$ cat config.mk
export PLATFORM = sky130hd
export DESIGN_NAME = imem_arb
export DESIGN_NICKNAME = d
export VERILOG_FILES = /design/src/rtl/imem_arb_pkg.sv /design/src/rtl/imem_range_chk.sv /design/src/rtl/imem_arb.sv
export SDC_FILE = /design/constraint.sdc
export NUM_CORES = 1
export LEC_CHECK = 0
export BUFFER_PORTS_ARGS = -buffer_cell sky130_fd_sc_hd__buf_4
export CORE_AREA = 2 2 97 99
export CTS_CLUSTER_SIZE = 20
export DETAILED_ROUTE_END_ITERATION = 8
export DIE_AREA = 0 0 99 101
export PLACE_DENSITY_LB_ADDON = 0.1
export SYNTH_ARGS = -nofsm -noshare
export SYNTH_HDL_FRONTEND = slang
export SYNTH_SLANG_ARGS = --single-unit
$ cat constraint.sdc
create_clock -name clk -period 5.3 [get_ports clk]
set_input_delay 1.06 -clock clk [delete_from_list [all_inputs] [get_ports clk]]
set_output_delay 1.06 -clock clk [all_outputs]
set_load 0.1 [all_outputs]
$ cat src/rtl/imem_arb_pkg.sv
`default_nettype none
// ============================================================================
//  Module      : imem_arb_pkg
//  Description : Shared definitions for the instruction-memory arbiter.
//                Holds the default code-region base address and the
//                encoding of the response-owner register.
//  Revision    : 1.0 - initial release
// ============================================================================
package imem_arb_pkg;

    // Default byte base address of the code region.
    localparam logic [31:0] IMEM_CODE_BASE = 32'h0000_3000;

    // Which requester owns the response returned in the next cycle.
    typedef enum logic [1:0] {
        OWN_NONE = 2'd0,
        OWN_IF   = 2'd1,
        OWN_D    = 2'd2
    } owner_e;

endpackage : imem_arb_pkg
`default_nettype wire

$ cat src/rtl/imem_range_chk.sv
`default_nettype none
// ============================================================================
//  Module      : imem_range_chk
//  Description : Combinational code-region address check. Converts a byte
//                address into a word index relative to CODE_BASE and flags
//                whether the address is word-aligned and inside the region.
//  Ports       : i_addr  - byte address to check
//                o_ok    - aligned and CODE_BASE <= addr < CODE_BASE+4*2^ADDR_W
//                o_idx   - word index (addr - CODE_BASE) >> 2
//  Revision    : 1.0 - initial release
// ============================================================================
module imem_range_chk
    import imem_arb_pkg::*;
#(
    parameter int          ADDR_W    = 12,
    parameter logic [31:0] CODE_BASE = IMEM_CODE_BASE
) (
    input  logic [31:0]       i_addr,
    output logic              o_ok,
    output logic [ADDR_W-1:0] o_idx
);

    // 33-bit difference: bit 32 set means the address lies below the base,
    // and no wrap is possible near the top of the 32-bit space.
    logic [32:0] w_diff;
    logic        w_below;
    logic        w_above;
    logic        w_aligned;

    assign w_diff    = {1'b0, i_addr} - {1'b0, CODE_BASE};
    assign w_below   = w_diff[32];
    // Any offset bit above the region size means the address is past the end.
    assign w_above   = ((w_diff[31:0] >> (ADDR_W + 2)) != 32'd0);
    assign w_aligned = (i_addr[1:0] == 2'b00);

    assign o_ok  = w_aligned && !w_below && !w_above;
    assign o_idx = w_diff[ADDR_W+1:2];

endmodule : imem_range_chk
`default_nettype wire

$ cat src/rtl/imem_arb.sv
`default_nettype none
// ============================================================================
//  Module      : imem_arb
//  Description : Arbiter/sequencer for the single-ported code memory shared
//                by instruction fetch and a data-side requester (loads and
//                stores into the code region, or the boot loader). One access
//                is granted per cycle; its response is returned exactly one
//                cycle later. Data has priority, but fetch is forced through
//                after STARVE_MAX consecutive denied cycles. A fetch redirect
//                (i_if_flush) kills the fetch response presented that cycle.
//  Ports       : clk, rst                 - clock, async active-high reset
//                i_if_*/o_if_*            - fetch request / grant / response
//                i_d_*/o_d_*              - data request / grant / response
//                o_mem_*/i_mem_rdata      - code memory port (1-cycle read)
//  Revision    : 1.0 - initial release
// ============================================================================
module imem_arb
    import imem_arb_pkg::*;
#(
    parameter int          ADDR_W     = 12,
    parameter logic [31:0] CODE_BASE  = IMEM_CODE_BASE,
    parameter int          STARVE_MAX = 4
) (
    input  logic              clk,
    input  logic              rst,

    // Fetch side
    input  logic              i_if_req,
    input  logic [31:0]       i_if_addr,
    input  logic              i_if_flush,
    output logic              o_if_gnt,
    output logic              o_if_rvalid,
    output logic [31:0]       o_if_rdata,
    output logic              o_if_err,

    // Data side
    input  logic              i_d_req,
    input  logic              i_d_we,
    input  logic [31:0]       i_d_addr,
    input  logic [31:0]       i_d_wdata,
    output logic              o_d_gnt,
    output logic              o_d_rvalid,
    output logic [31:0]       o_d_rdata,
    output logic              o_d_err,

    // Code memory
    output logic              o_mem_en,
    output logic              o_mem_we,
    output logic [ADDR_W-1:0] o_mem_addr,
    output logic [31:0]       o_mem_wdata,
    input  logic [31:0]       i_mem_rdata
);

    localparam int                c_SW         = $clog2(STARVE_MAX + 1);
    localparam logic [c_SW-1:0]   c_STARVE_MAX = c_SW'(STARVE_MAX);
    localparam logic [c_SW-1:0]   c_STARVE_ONE = c_SW'(1);

    // ------------------------------------------------------------------
    // Address checks
    // ------------------------------------------------------------------
    logic              w_if_ok;
    logic [ADDR_W-1:0] w_if_idx;
    logic              w_d_ok;
    logic [ADDR_W-1:0] w_d_idx;

    imem_range_chk #(
        .ADDR_W    (ADDR_W),
        .CODE_BASE (CODE_BASE)
    ) u_if_chk (
        .i_addr (i_if_addr),
        .o_ok   (w_if_ok),
        .o_idx  (w_if_idx)
    );

    imem_range_chk #(
        .ADDR_W    (ADDR_W),
        .CODE_BASE (CODE_BASE)
    ) u_d_chk (
        .i_addr (i_d_addr),
        .o_ok   (w_d_ok),
        .o_idx  (w_d_idx)
    );

    // ------------------------------------------------------------------
    // Arbitration
    // ------------------------------------------------------------------
    logic [c_SW-1:0] r_starve;
    logic            w_starved;
    logic            w_if_win;
    logic            w_d_win;

    assign w_starved = (r_starve == c_STARVE_MAX);
    assign w_if_win  = i_if_req && (!i_d_req || w_starved);
    assign w_d_win   = i_d_req && !w_if_win;

    assign o_if_gnt  = w_if_win;
    assign o_d_gnt   = w_d_win;

    // Memory strobe is issued in the grant cycle, only for in-range accesses.
    always_comb begin
        o_mem_en    = 1'b0;
        o_mem_we    = 1'b0;
        o_mem_addr  = '0;
        o_mem_wdata = '0;
        if (w_if_win) begin
            o_mem_en   = w_if_ok;
            o_mem_addr = w_if_ok ? w_if_idx : '0;
        end else if (w_d_win) begin
            o_mem_en    = w_d_ok;
            o_mem_we    = w_d_ok && i_d_we;
            o_mem_addr  = w_d_ok ? w_d_idx : '0;
            o_mem_wdata = (w_d_ok && i_d_we) ? i_d_wdata : '0;
        end
    end

    // ------------------------------------------------------------------
    // Starvation counter and response pipeline
    // ------------------------------------------------------------------
    owner_e r_owner;    // requester receiving next cycle's response
    logic   r_err;      // that response carries an error
    logic   r_use_mem;  // that response returns memory read data

    always_ff @(posedge clk or posedge rst) begin
        if (rst) begin
            r_starve  <= '0;
            r_owner   <= OWN_NONE;
            r_err     <= 1'b0;
            r_use_mem <= 1'b0;
        end else begin
            // Count only cycles where fetch asked and data took the slot.
            if (!i_if_req || w_if_win) begin
                r_starve <= '0;
            end else if (!w_starved) begin
                r_starve <= r_starve + c_STARVE_ONE;
            end

            if (w_if_win) begin
                r_owner   <= OWN_IF;
                r_err     <= !w_if_ok;
                r_use_mem <= w_if_ok;
            end else if (w_d_win) begin
                r_owner   <= OWN_D;
                r_err     <= !w_d_ok;
                r_use_mem <= w_d_ok && !i_d_we;
            end else begin
                r_owner   <= OWN_NONE;
                r_err     <= 1'b0;
                r_use_mem <= 1'b0;
            end
        end
    end

    // ------------------------------------------------------------------
    // Response outputs
    // ------------------------------------------------------------------
    // A redirect in the response cycle kills the fetch response being
    // returned; a fetch granted in that same cycle is unaffected because its
    // response only appears in the following cycle.
    assign o_if_rvalid = (r_owner == OWN_IF) && !i_if_flush;
    assign o_if_rdata  = (o_if_rvalid && r_use_mem) ? i_mem_rdata : 32'd0;
    assign o_if_err    = o_if_rvalid && r_err;

    assign o_d_rvalid  = (r_owner == OWN_D);
    assign o_d_rdata   = (o_d_rvalid && r_use_mem) ? i_mem_rdata : 32'd0;
    assign o_d_err     = o_d_rvalid && r_err;

endmodule : imem_arb
`default_nettype wire

==> key figures <==
Logic synthesis
  • #FFs+latches synth: 7
  • Synth Flop Type: dfrtp_1
  • FFs w/ async S/R, synth: 100%
  • Yosys warns: 0
  • Area share of the largest cell type after synthesis: 32.4%
  • Top post-synthesis cells by count: and3_1 (96), nand2_1 (19), nor3_1 (19)
  • Unique masters post-synth: 49
  • Syn Inst Count: 273
  • Most frequent cell after synthesis: and3_1
  • Post-Syn Area per Cell: 6.79 sq um
  • Mapped Nets: 411
  • Largest area contributor in the netlist: and3_1
  • Synth Cell Area: 0.00185 sq mm
  • Number of enable flip-flop cells after synthesis: 0
  • Synth top area cells: and3_1 (32%), dfrtp_1 (9.4%), nor3_1 (5.1%)
  • Seq/Total Area, Yosys: 9.45%

Clocking
  • Clk sinks: 7
  • Post-cts hold buffer count: 0
  • Postcts setup bufs: 0
  • Max clock buf depth: 2
  • H-tree levels: 1
  • CTS tree: done
  • Clk Latency, worst-skew pair: 0.23 ns
  • Root buffer cell: clkbuf_8
  • Clk slew on worst S/H paths: 0.04 ns
  • Num CTS Buffers: 3
  • Cts repair resizes: 0

Power and ir drop
  • Sequential Power Share: 19.7%
  • Switching power: 0.0000997 W
  • Pleak: 2.40 nW
  • Combinational share of power: 54.1%
  • Worst IR Drop VDD: 46.7 uV
  • Pwr/cell area: 74.7 mW/mm^2
  • Sw frac: 34.5%
  • Clock Power Share: 26.2%
  • Cell internal pwr: 0.000189 W

Run status
  • Run status: finished clean

Finish
  • Proportion of layout cells with a drive suffix above 1: 53.0%
  • Antenna diodes: 0
  • # fillers: 948
  • NumNets Final: 647
  • Layout Cells excl Fill: 619
  • Area grow syn2layout: 108%

Worst setup path
  • Setup Crit Path Kind: in2out
  • Most frequent CP cell: buf_4
  • Delay-heaviest family, CP: simple AND/OR/NAND/NOR gates
  • Worst r2r dst: r_use_mem$_DFF_PP0_
  • Reg2reg path depth: 9
  • CP Launch Type: primary input
  • Crit path cell chain: buf_4 -> ha_1 -> or4_1 -> nor4_4 -> a32o_1 -> a21oi_1 -> buf_4 -> nor3_4 -> buf_4 -> and3_1 -> buf_4
  • Crit Path Max Fanout: 34
  • Critical path required time: 4.24 ns
  • Crit-path slowest cell: or4_1
  • WP data arrival: 3.60 ns
  • Setup crit end kind: output pin
  • Worst path bufs/invs: 4
  • R2R setup slack: 3.19 ns
  • R2r startpoint: r_starve[0]$_DFFE_PP0P_
  • Max stage delay on crit path: 0.56 ns

Placement
  • Port bufs: 249
  • RePlAce Congestion: 0.806
  • Post-DP HPWL: 7620 microns
  • Pre-CTS setup slack: 0.626 ns
  • Cells after DPL: 615

Drt
  • Via count: 3016
  • DR iter-0 viols: 42
  • Final antenna-violating net count: 0
  • Avg Vias per Cell: 4.87
  • Pre-antenna DRT Iters: 4
  • Routed len/inst: 14.8 microns
  • Routed WL: 9160 microns
  • Post-route DRC: 0

Global routing
  • Remaining global-route overflow: 0
  • Initial antenna violation count: 0
  • Largest net degree at the start of global routing: 65
  • Vias in the first global route: 2928
  • First-pass GRT wire length: 13800 microns
  • Total Routing Usage GR: 16.5%

Timing
  • Fin. Hold Viols: 0
  • Fmax achieved: 0.214 GHz
  • Unrepaired setup endpoints after global routing: no
  • Fin crit share: 88.0%
  • Setup TNS: 0 ns
  • Min Tclk post-route: 4.66 ns
  • Layout Skew: 0.00180 ns
  • Fin. max-slew vios: 0
  • Hold slack final: 0.474 ns
  • Setup violations, final: 0
  • Fin worst setup slack: 0.638 ns
  • Worst-Margin Slew: 0.705 ns
  • Slew HR: 53.0%

Flow run
  • Max-cap violation count: 0

Floorplanning
  • Initial core utilization: 20.7%
  • I/O pins: 250
  • # rows: 35
  • Die Area: 0.0100 sq mm
  • Die span in x: 99 microns
  • Die Y: 101 microns
  • Core Region: 0.00898 sq mm

Min path
  • Hold path depth: 1
  • Hold_sp: r_starve[0]$_DFFE_PP0P_
  • WHS Endpoint: r_starve[0]$_DFFE_PP0P_
  • Worst hold path type: reg2reg
-- power by group through the flow --
stage                     clock network [W]  registers (W)  logic (W)
after global placement                    0      0.0000575   0.000155
after detailed placement                  0      0.0000576   0.000157
after global routing              0.0000829      0.0000569   0.000170
after floorplan                           0      0.0000572  0.0000544
after CTS                         0.0000782      0.0000568   0.000158
final                             0.0000756      0.0000568   0.000156
-- logic make-up after synthesis --
family          Yosys count  share of synthesized area [%]
fa+ha+maj                 4                           2.70
compound gates           35                           14.9
buf+inv                  28                           7.08
flops                     7                           9.45
mux                       2                           1.08
simple gates            191                           61.9
xor+xnor                  6                           2.83
-- state kept, by name, indices dropped and copies added (netlist names) --
| signal | cells |
|---|---|
| r_err | 1 |
| r_starve | 3 |
| r_owner | 2 |
| r_use_mem | 1 |
-- through the flow --
| stage | util (%) | instance area [sq um] | power, W |
|---|---|---|---|
| 3_5_place_dp | 42.5 | 3820 | 0.000215 |
| 2_1_floorplan | - | 1880 | 0.000112 |
| 4_1_cts | 43.0 | 3860 | 0.000293 |
| 5_1_grt | 43.1 | 3860 | 0.000310 |
| 6_report | 43.1 | 3860 | 0.000289 |
| 3_3_place_gp | 42.5 | 3820 | 0.000212 |
-- final cells by class --
| class | instances | area (sq um) | share of cell area, % |
|---|---|---|---|
| Clock buffer | 4 | 45.0 | 1.17 |
| Inverter | 4 | 15.0 | 0.388 |
| Multi-Input combinational cell | 238 | 1580 | 40.8 |
| Sequential cell | 7 | 176 | 4.56 |
| Tap cell | 111 | 139 | 3.59 |
| Timing Repair Buffer | 255 | 1910 | 49.5 |
-- per-layer routing --
layer  up-vias  global-route usage, %  wire, microns
met3        10                   3.26            884
li1       1503                      -              -
met1      1347                   17.9           3370
met4         0                   4.43            113
met5         -                      0              0
met2       156                   32.4           4790
-- cells in the final DEF (no fill, tap or decap), types with 2 or more instances in the layout --
| cell | instances |
|---|---|
| nand3_1 | 5 |
| inv_1 | 4 |
| or4_1 | 3 |
| ha_1 | 4 |
| nand2_1 | 19 |
| and2_1 | 4 |
| buf_4 | 255 |
| nand4_1 | 2 |
| nor4_1 | 12 |
| xor2_1 | 4 |
| or3_1 | 2 |
| or2_1 | 3 |
| clkbuf_8 | 3 |
| a21oi_1 | 5 |
| nor3b_1 | 4 |
| mux2i_1 | 2 |
| dfrtp_1 | 6 |
| and4_1 | 3 |
| nor2_1 | 10 |
| nor3_1 | 19 |
| a21o_1 | 11 |
| and3_1 | 96 |
| xnor2_1 | 2 |
| o31a_1 | 2 |
| o21ai_0 | 2 |
-- how the worst max path moves through the flow --
stage	start	depth (start not counted)	slack [ns]	to
detailed placement	i_d_addr[12]	9	0.63	o_mem_addr[10]
CTS	i_d_addr[12]	9	0.63	o_mem_addr[10]
global placement	i_d_addr[12]	9	0.66	o_mem_addr[10]
finish	i_d_addr[12]	11	0.64	o_mem_wdata[0]
global route	i_d_addr[12]	11	0.45	o_mem_wdata[2]
floorplan	i_d_req	6	0.53	o_mem_addr[1]
(Power assumes the default switching activity.)
